[config.mk]
export PLATFORM = sky130hd
export DESIGN_NAME = lfsr_matrix_scan_flat
export DESIGN_NICKNAME = d
export VERILOG_FILES = /design/src/rtl/lfsr_matrix_scan_if.sv /design/src/rtl/lfsr_matrix_scan.sv /design/src/flat_wrapper.sv
export SDC_FILE = /design/constraint.sdc
export NUM_CORES = 1
export LEC_CHECK = 0
export CAP_MARGIN = 0
export CORE_MARGIN = 2
export CORE_UTILIZATION = 50
export CTS_CLUSTER_DIAMETER = 120
export DETAILED_ROUTE_END_ITERATION = 8
export GPL_ROUTABILITY_DRIVEN = 0
export PLACE_DENSITY = 0.69
export SLEW_MARGIN = 0
export SYNTH_ARGS = -nofsm -noshare
export SYNTH_HDL_FRONTEND = slang
export SYNTH_SLANG_ARGS = --single-unit
export TNS_END_PERCENT = 100
[constraint.sdc]
create_clock -name i_CLK -period 2.6 [get_ports i_CLK]
set_clock_uncertainty 0.1 [all_clocks]
set_input_delay 0.78 -clock i_CLK [delete_from_list [all_inputs] [get_ports i_CLK]]
set_output_delay 0.78 -clock i_CLK [all_outputs]
set_load 0.05 [all_outputs]
[src/rtl/lfsr_matrix_scan_if.sv]
// Bus bundle for lfsr_matrix_scan: LFSR control inputs and LED matrix drive outputs.
// With LFSR_MATRIX_DIM_EN defined the bundle also carries the 4-bit brightness input.
interface lfsr_matrix_scan_if #(
    parameter int ROWS = 8,
    parameter int COLS = 8
);
    logic                   i_RUN;
    logic                   i_SEED_DV;
    logic [ROWS*COLS-1:0]   i_SEED;
`ifdef LFSR_MATRIX_DIM_EN
    logic [3:0]             i_BRIGHT;
`endif
    logic [ROWS-1:0]        o_ROWS;
    logic [COLS-1:0]        o_COLS;
    logic [2:0]             o_LED;
    logic                   o_STEP;

    modport slave (
`ifdef LFSR_MATRIX_DIM_EN
        input  i_BRIGHT,
`endif
        input  i_RUN,
        input  i_SEED_DV,
        input  i_SEED,
        output o_ROWS,
        output o_COLS,
        output o_LED,
        output o_STEP
    );

    modport master (
`ifdef LFSR_MATRIX_DIM_EN
        output i_BRIGHT,
`endif
        output i_RUN,
        output i_SEED_DV,
        output i_SEED,
        input  o_ROWS,
        input  o_COLS,
        input  o_LED,
        input  o_STEP
    );
endinterface

[src/rtl/lfsr_matrix_scan.sv]
// lfsr_matrix_scan: Fibonacci XNOR LFSR (16/32/64 bits) shown on a multiplexed
// ROWS x COLS LED matrix. Scan and step rates are clock enables from free-running
// dividers. A frame buffer is captured at the end of each scan frame so the
// displayed picture never tears.
// Optional feature macro: LFSR_MATRIX_DIM_EN adds i_BRIGHT and a 4-bit PWM that
// blanks the row drive whenever pwm >= i_BRIGHT.
module lfsr_matrix_scan #(
    parameter int     ROWS     = 8,
    parameter int     COLS     = 8,
    parameter int     SCAN_DIV = 65536,
    parameter longint STEP_DIV = 64'd33554432
) (
    input  logic                i_CLK,
    input  logic                i_RST_N,
    lfsr_matrix_scan_if.slave   bus
);
    localparam int N      = ROWS * COLS;
    localparam int SCAN_W = $clog2(SCAN_DIV);
    localparam int STEP_W = $clog2(STEP_DIV);
    localparam int ROW_W  = $clog2(ROWS);

    localparam logic [SCAN_W-1:0] SCAN_MAX = SCAN_W'(SCAN_DIV - 32'sd1);
    localparam logic [STEP_W-1:0] STEP_MAX = STEP_W'(STEP_DIV - 64'sd1);
    localparam logic [ROW_W-1:0]  ROW_LAST = ROW_W'(ROWS - 32'sd1);

    // Tap masks (bit k-1 set for 1-indexed tap k)
    localparam logic [63:0] TAPS_64 =
        (N == 32'sd16) ? 64'h0000_0000_0000_D008 :
        (N == 32'sd32) ? 64'h0000_0000_8020_0003 :
                         64'hD800_0000_0000_0000;
    localparam logic [N-1:0] TAP_MASK = TAPS_64[N-1:0];

    generate
        if (!(N == 32'sd16 || N == 32'sd32 || N == 32'sd64)) begin : g_bad_size
            $error("lfsr_matrix_scan: ROWS*COLS must be 16, 32 or 64");
        end
    endgenerate

    // Even parity of a vector
    function automatic logic parity_f(input logic [N-1:0] v);
        return ^v;
    endfunction

    // One XNOR Fibonacci step; all-ones maps onto itself (lock-up)
    function automatic logic [N-1:0] lfsr_next_f(input logic [N-1:0] q);
        return {q[N-2:0], ~parity_f(q & TAP_MASK)};
    endfunction

    logic [SCAN_W-1:0] scan_cnt_r;
    logic [STEP_W-1:0] step_cnt_r;
    logic [N-1:0]      lfsr_r;
    logic [N-1:0]      frame_r;
    logic [ROW_W-1:0]  row_r;
    logic              scan_tick_d_r;
    logic [ROWS-1:0]   row_sel_r;
    logic [COLS-1:0]   cols_r;
    logic              step_r;

    logic              scan_tick_s;
    logic              step_tick_s;
    logic [ROWS-1:0]   row_onehot_s;
    logic [COLS-1:0]   row_bits_s;

    assign scan_tick_s  = (scan_cnt_r == SCAN_MAX);
    assign step_tick_s  = (step_cnt_r == STEP_MAX);
    assign row_onehot_s = ROWS'(1'b1) << row_r;

    // Select the current row's slice of the frame buffer
    always_comb begin
        row_bits_s = frame_r[int'(row_r) * COLS +: COLS];
    end

    // Scan divider, row index and end-of-frame capture of the LFSR
    always_ff @(posedge i_CLK or negedge i_RST_N) begin
        if (!i_RST_N) begin
            scan_cnt_r    <= '0;
            row_r         <= '0;
            frame_r       <= '0;
            scan_tick_d_r <= 1'b0;
        end else begin
            scan_tick_d_r <= scan_tick_s;
            if (scan_tick_s) begin
                scan_cnt_r <= '0;
                if (row_r == ROW_LAST) begin
                    row_r   <= '0;
                    frame_r <= lfsr_r;
                end else begin
                    row_r   <= row_r + 1'b1;
                    frame_r <= frame_r;
                end
            end else begin
                scan_cnt_r <= scan_cnt_r + 1'b1;
                row_r      <= row_r;
                frame_r    <= frame_r;
            end
        end
    end

    // Row/column drive refreshed one clock after each scan tick
    always_ff @(posedge i_CLK or negedge i_RST_N) begin
        if (!i_RST_N) begin
            row_sel_r <= '0;
            cols_r    <= '1;
        end else if (scan_tick_d_r) begin
            row_sel_r <= row_onehot_s;
            cols_r    <= ~row_bits_s;
        end else begin
            row_sel_r <= row_sel_r;
            cols_r    <= cols_r;
        end
    end

    // Step divider, LFSR load/advance (seed wins) and the follow-up step pulse
    always_ff @(posedge i_CLK or negedge i_RST_N) begin
        if (!i_RST_N) begin
            step_cnt_r <= '0;
            lfsr_r     <= '0;
            step_r     <= 1'b0;
        end else begin
            step_cnt_r <= step_tick_s ? '0 : (step_cnt_r + 1'b1);
            if (bus.i_SEED_DV) begin
                lfsr_r <= bus.i_SEED;
            end else if (step_tick_s && bus.i_RUN) begin
                lfsr_r <= lfsr_next_f(lfsr_r);
            end else begin
                lfsr_r <= lfsr_r;
            end
            step_r <= bus.i_SEED_DV | (step_tick_s & bus.i_RUN);
        end
    end

`ifdef LFSR_MATRIX_DIM_EN
    logic [3:0]      pwm_r;
    logic [ROWS-1:0] rows_gated_r;
    logic [ROWS-1:0] sel_next_s;

    assign sel_next_s = scan_tick_d_r ? row_onehot_s : row_sel_r;

    // Free-running PWM phase and brightness-gated row drive
    always_ff @(posedge i_CLK or negedge i_RST_N) begin
        if (!i_RST_N) begin
            pwm_r        <= 4'd0;
            rows_gated_r <= '0;
        end else begin
            pwm_r <= pwm_r + 4'd1;
            if (pwm_r < bus.i_BRIGHT) begin
                rows_gated_r <= sel_next_s;
            end else begin
                rows_gated_r <= '0;
            end
        end
    end

    assign bus.o_ROWS = rows_gated_r;
`else
    assign bus.o_ROWS = row_sel_r;
`endif

    assign bus.o_COLS = cols_r;
    assign bus.o_STEP = step_r;
    assign bus.o_LED  = lfsr_r[2:0];
endmodule
[src/flat_wrapper.sv]
// flat-port wrapper written by rule: the top's interface ports become plain ports
module lfsr_matrix_scan_flat 
#(
    parameter int     ROWS     = 8,
    parameter int     COLS     = 8,
    parameter int     SCAN_DIV = 65536,
    parameter longint STEP_DIV = 64'd33554432
)
  (i_CLK, i_RST_N, bus_i_RUN, bus_i_SEED_DV, bus_i_SEED, bus_o_ROWS, bus_o_COLS, bus_o_LED, bus_o_STEP);
  lfsr_matrix_scan_if #(.ROWS(ROWS), .COLS(COLS)) bus_i ();
  input  logic i_CLK;
  input  logic i_RST_N;
  input wire logic [$bits(bus_i.i_RUN)-1:0] bus_i_RUN;
  input wire logic [$bits(bus_i.i_SEED_DV)-1:0] bus_i_SEED_DV;
  input wire logic [$bits(bus_i.i_SEED)-1:0] bus_i_SEED;
  output wire logic [$bits(bus_i.o_ROWS)-1:0] bus_o_ROWS;
  output wire logic [$bits(bus_i.o_COLS)-1:0] bus_o_COLS;
  output wire logic [$bits(bus_i.o_LED)-1:0] bus_o_LED;
  output wire logic [$bits(bus_i.o_STEP)-1:0] bus_o_STEP;
  assign bus_i.i_RUN = bus_i_RUN;
  assign bus_i.i_SEED_DV = bus_i_SEED_DV;
  assign bus_i.i_SEED = bus_i_SEED;
  assign bus_o_ROWS = bus_i.o_ROWS;
  assign bus_o_COLS = bus_i.o_COLS;
  assign bus_o_LED = bus_i.o_LED;
  assign bus_o_STEP = bus_i.o_STEP;
  lfsr_matrix_scan #(.ROWS(ROWS), .COLS(COLS), .SCAN_DIV(SCAN_DIV), .STEP_DIV(STEP_DIV)) u_core (.i_CLK(i_CLK), .i_RST_N(i_RST_N), .bus(bus_i));
endmodule
# Yosys cells after proc, flatten, opt, wreduce, memory -nomap -nowiden
# Cells that the tools add are included.
# totals
register_bits,190
latch_bits,0
mem_bits_rw,0
mem_bits_ro,0
in_bits,68
output_inout_bits,20
mem_count,0
# classes
addsub,3
multipliers,0
n_div,0
magnitude_cmp,0
n_eq_ne,3
n_shift,2
mux,5
bitwise_logic,4
reduce_logical,4
# op_table
cell,count
64-bit two-way mux,2
64-bit XOR reduction,1
64-bit by 7-bit variable part select with 8-bit output,1
25-bit by 1-bit adder with 25-bit output (second input constant),1
25-bit == test (second input constant),1
25-bit two-way mux,1
16-bit by 1-bit adder with 16-bit output (second input constant),1
16-bit == test (second input constant),1
16-bit two-way mux,1
8-bit NOT,1
1-bit by 3-bit << shifter with 8-bit output (first input constant),1
3-bit by 1-bit adder with 3-bit output (second input constant),1
3-bit == test (second input constant),1
3-bit two-way mux,1
2-bit AND reduction,1
2-bit nonzero test,1
1-bit bitwise AND,1
1-bit logical AND,1
1-bit NOT,1
1-bit bitwise OR,1

# Depth between registers and ports, before layout
# logic_depth
word_depth,4
ltp_mapped,7
depth_no_buf,5

# Worst setup path before layout
# Ideal clock, no wire load.
# synth_timing
path_kind,input -> register
startpoint,input port bus_i_RUN
endpoint,register u_core.lfsr_r[10]
arrival_time_ns,1.900
required_ns,2.370
setup_slack_ns,0.469
stages,6
n_path_buf,2
path_cell_list,nand4_1 -> or4_1 -> buf_4 -> buf_6 -> o31ai_2 -> nand3_1
# synth_between
elab_chain_len,2
# synth_lines
item,line,text
"start, declared",flat_wrapper.sv:13,input wire logic [$bits(bus_i.i_RUN)-1:0] bus_i_RUN;
1-bit logical AND,lfsr_matrix_scan.sv:123,end else if (step_tick_s && bus.i_RUN) begin
2-bit nonzero test (no line),-,
"end signal, assigned",lfsr_matrix_scan.sv:122,lfsr_r <= bus.i_SEED;
"end signal, assigned",lfsr_matrix_scan.sv:124,lfsr_r <= lfsr_next_f(lfsr_r);
"end signal, assigned",lfsr_matrix_scan.sv:126,lfsr_r <= lfsr_r;
"end, declared",lfsr_matrix_scan.sv:51,logic [N-1:0] lfsr_r;
# No other way between the ends.
# A chain may end at the register's enable or synchronous reset.

# Worst setup path in the final report
# layout_timing
startpoint,register u_core.lfsr_r[2]
endpoint,output port bus_o_LED[2]
# layout_rtl
item,line,text
"end, declared",flat_wrapper.sv:18,output wire logic [$bits(bus_i.o_LED)-1:0] bus_o_LED;
# No word-level cell between the ends.

==> impl_metrics.tcl <==
set metrics [dict create \
    syn_to_final_growth_pct 18.7 \
    row_count 51 \
    clock_latency_ns 0.43 \
    rsz0062_at_grt "false" \
    post-route-min-period_ns 2.55 \
    synth.yosys.warnings 0 \
    dr.pass1.iters 5 \
    htreeDepth 4 \
    grt_overflow 0 \
    synth_cells 860 \
    worstRegToRegCells 6 \
    setup_ws_ns 0.0461 \
    core_area_um2 19300 \
    synth_fp_nets 936 \
    slew_headroom_pct 47.8 \
    cts_resized 6 \
    peakVddDrop_mv 0.437 \
    yosysMostFrequentCell "dfrtp_1" \
    cts.sinks 190 \
    slowest_delay_ns 0.83 \
    cts_setup_buffers 0 \
    fill_cells 1634 \
    io_buffers 87 \
    drt-total-wl_um 22600 \
    tightest_slew_ns 0.783 \
    routedWlPerCell_um 18.8 \
    crit_family "buffers and inverters" \
    ys.flop_type "dfrtp_1" \
    status "complete, no violations" \
    yosysSeqAreaShare_pct 49.0 \
    setup_tns_ns 0 \
    setup_viol_count_final 0 \
    vias_per_cell 5.75 \
    crit_chain "clkdlybuf4s50_1" \
    place_hpwl_um 15200 \
    grt_pass1_vias 6794 \
    cp_data_arrival_time_ns 1.67 \
    die_h_um 143 \
    antenna_found_initial 0 \
    crit_required_ns 1.72 \
    num_antenna_cells 0 \
    fin_util_pct 59.9 \
    synth_edf_count 0 \
    cts_tree "yes" \
    startpoint_type "flop" \
    crit_slowest_cell "clkdlybuf4s50_1" \
    hp-class "in -> async" \
    dpl_worst_slack_ns -0.129 \
    vias 6915 \
    initial_core_util_pct 50.5 \
    rr_endpoint "u_core.lfsr_r[28]" \
    leakage_nw 5.01 \
    synth_top_area_share_pct 46.8 \
    worst-path-max-fanout 3 \
    die_w_um 143 \
    drv_slew 0 \
    die_area_um2 20600 \
    cts-hold-fix-buffers 0 \
    drc_errors 0 \
    regArea_um2 4760 \
    power_per_cell_area_nw_per_um2 536 \
    finalCritPeriodShare_pct 98.2 \
    synth_common_cells "dfrtp_1, nand3_1, nand4_1, nand2_1, mux2_2" \
    grt_start_max_net_pins 65 \
    cts.clk_slew.worst_paths_ns 0.07 \
    cts_inserted_buffers 17 \
    track_usage_pct 23.1 \
    crit_buf_inv 1 \
    timing.rr.start "u_core.step_cnt_r[0]" \
    final_nets 1000 \
    power_w 0.00619 \
    critical_path_class "reg -> out" \
    multi_input_area_um2 4600 \
    syn_avg_cell_area_um2 11.3 \
    synth_seq_cells 190 \
    async_flop_share_pct 100 \
    ant_nets 0 \
    finalHoldViolCount 0 \
    drv_cap 0 \
    ys_types 47 \
    ctsRootBufferMaster "clkbuf_16" \
    max-clock-path-buffers 2 \
    yosys.area.top_type "dfrtp_1" \
    io_pins 88 \
    worstSetupEndpointType "output port" \
    yosys-top-cells-area "dfrtp_1, mux2_2, o31ai_2, nand4_1, nor2b_1" \
    drive_above_1_share_pct 24.5 \
    timing.fmax_mhz 392 \
    r2r_slack_ns 0.24 \
    grt_pass1_wl_um 37000 \
    drt_iter0_drc 556 \
    syn_area_um2 9720 \
]
-- per-stage QoR --
stage / hold slack [ns] / instances / cell area, um2
after CTS: 0.180 / 1202 / 11500
after detailed placement: 0.364 / 1170 / 11000
after floorplan: 0.341 / 860 / 9720
final: 0.175 / 1202 / 11500
after global routing: 0.189 / 1202 / 11500
after global placement: 0.356 / 1170 / 11000
-- per-layer routing --
metal	wire length [um]	share of wire (%)	up-vias	global-route usage [%]
li1	-	-	3251	-
met1	10500	46	3487	33.9
met2	10900	48	154	35.8
met3	853	3.8	23	3.90
met4	388	1.7	0	6.35
met5	0	0	-	0
-- worst max-delay path by stage --
stage,from,endpoint,slack [ns],cells after the start
2_1_floorplan,bus_i_RUN,u_core.lfsr_r[10],0.47,6
3_3_place_gp,bus_i_RUN,u_core.lfsr_r[31],-0.06,6
3_5_place_dp,bus_i_RUN,u_core.lfsr_r[1],-0.13,6
4_1_cts,u_core.lfsr_r[1],bus_o_LED[1],0.02,1
5_1_grt,u_core.lfsr_r[1],bus_o_LED[1],0.01,1
6_report,u_core.lfsr_r[2],bus_o_LED[2],0.05,1
-- where the power goes --
part           switching, W  internal (W)
combinational      0.000230      0.000228
sequential        0.0000686       0.00305
clock               0.00109       0.00153
total               0.00138       0.00481
-- cells in the final DEF, fill, tap and decap left out, drive strengths merged, types with 2 or more instances in the layout --
cell type      Yosys  routed
nand3             83      83
a31oi              2       2
dfrtp            182     182
xor2              11      11
dfstp              8       8
nor2b             67      67
a221o              4       4
o31ai             61      61
or4                4       4
clkinv             0       4
mux2              74      74
nor3               8       8
mux4              16      16
inv               11      11
a21oi              6       6
o21ai              7       7
clkbuf            45      25
and3               3       3
mux2i              8       8
nand2b             3       3
ha                 8       8
a31o               3       3
buf               27      33
and4               4       4
nand2             73      73
bufinv             0       3
clkdlybuf4s50      0      77
dlygate4sd2        0       6
nor2              29      29
nor4               7       7
xnor2             24      24
nand4             75      75
-- area by class of cell --
cell class,count,area share [%]
timing repair buffer,117,10.6
tap,265,2.87
inverter,11,0.358
clock buffer,24,4.00
clock inverter,8,1.02
multi-input combinational,587,39.9
sequential,190,41.3
-- registers in the layout, summed over array words and instances, names as in the netlist --
signal / flops
u_core.lfsr_r: 64
u_core.bus.o_ROWS: 8
u_core.step_cnt_r: 25
u_core.scan_tick_d_r: 1
u_core.scan_cnt_r: 16
u_core.bus.o_COLS: 8
u_core.frame_r: 64
u_core.row_r: 3
u_core.bus.o_STEP: 1
-- logic make-up (layout without fill, tap and decap cells) --
| group | after synthesis | after routing | synth area share, % |
|---|---|---|---|
| and+or+nand+nor | 360 | 360 | 20.2 |
| adders and majority gates | 8 | 8 | 1.03 |
| AOI/OAI and AO/OA | 86 | 86 | 9.54 |
| DFF | 190 | 190 | 49.0 |
| buffers and inverters | 83 | 160 | 3.99 |
| muxes | 98 | 98 | 13.1 |
| xor gates and xnor gates | 35 | 35 | 3.15 |
Power figures use the tool's default switching activity.
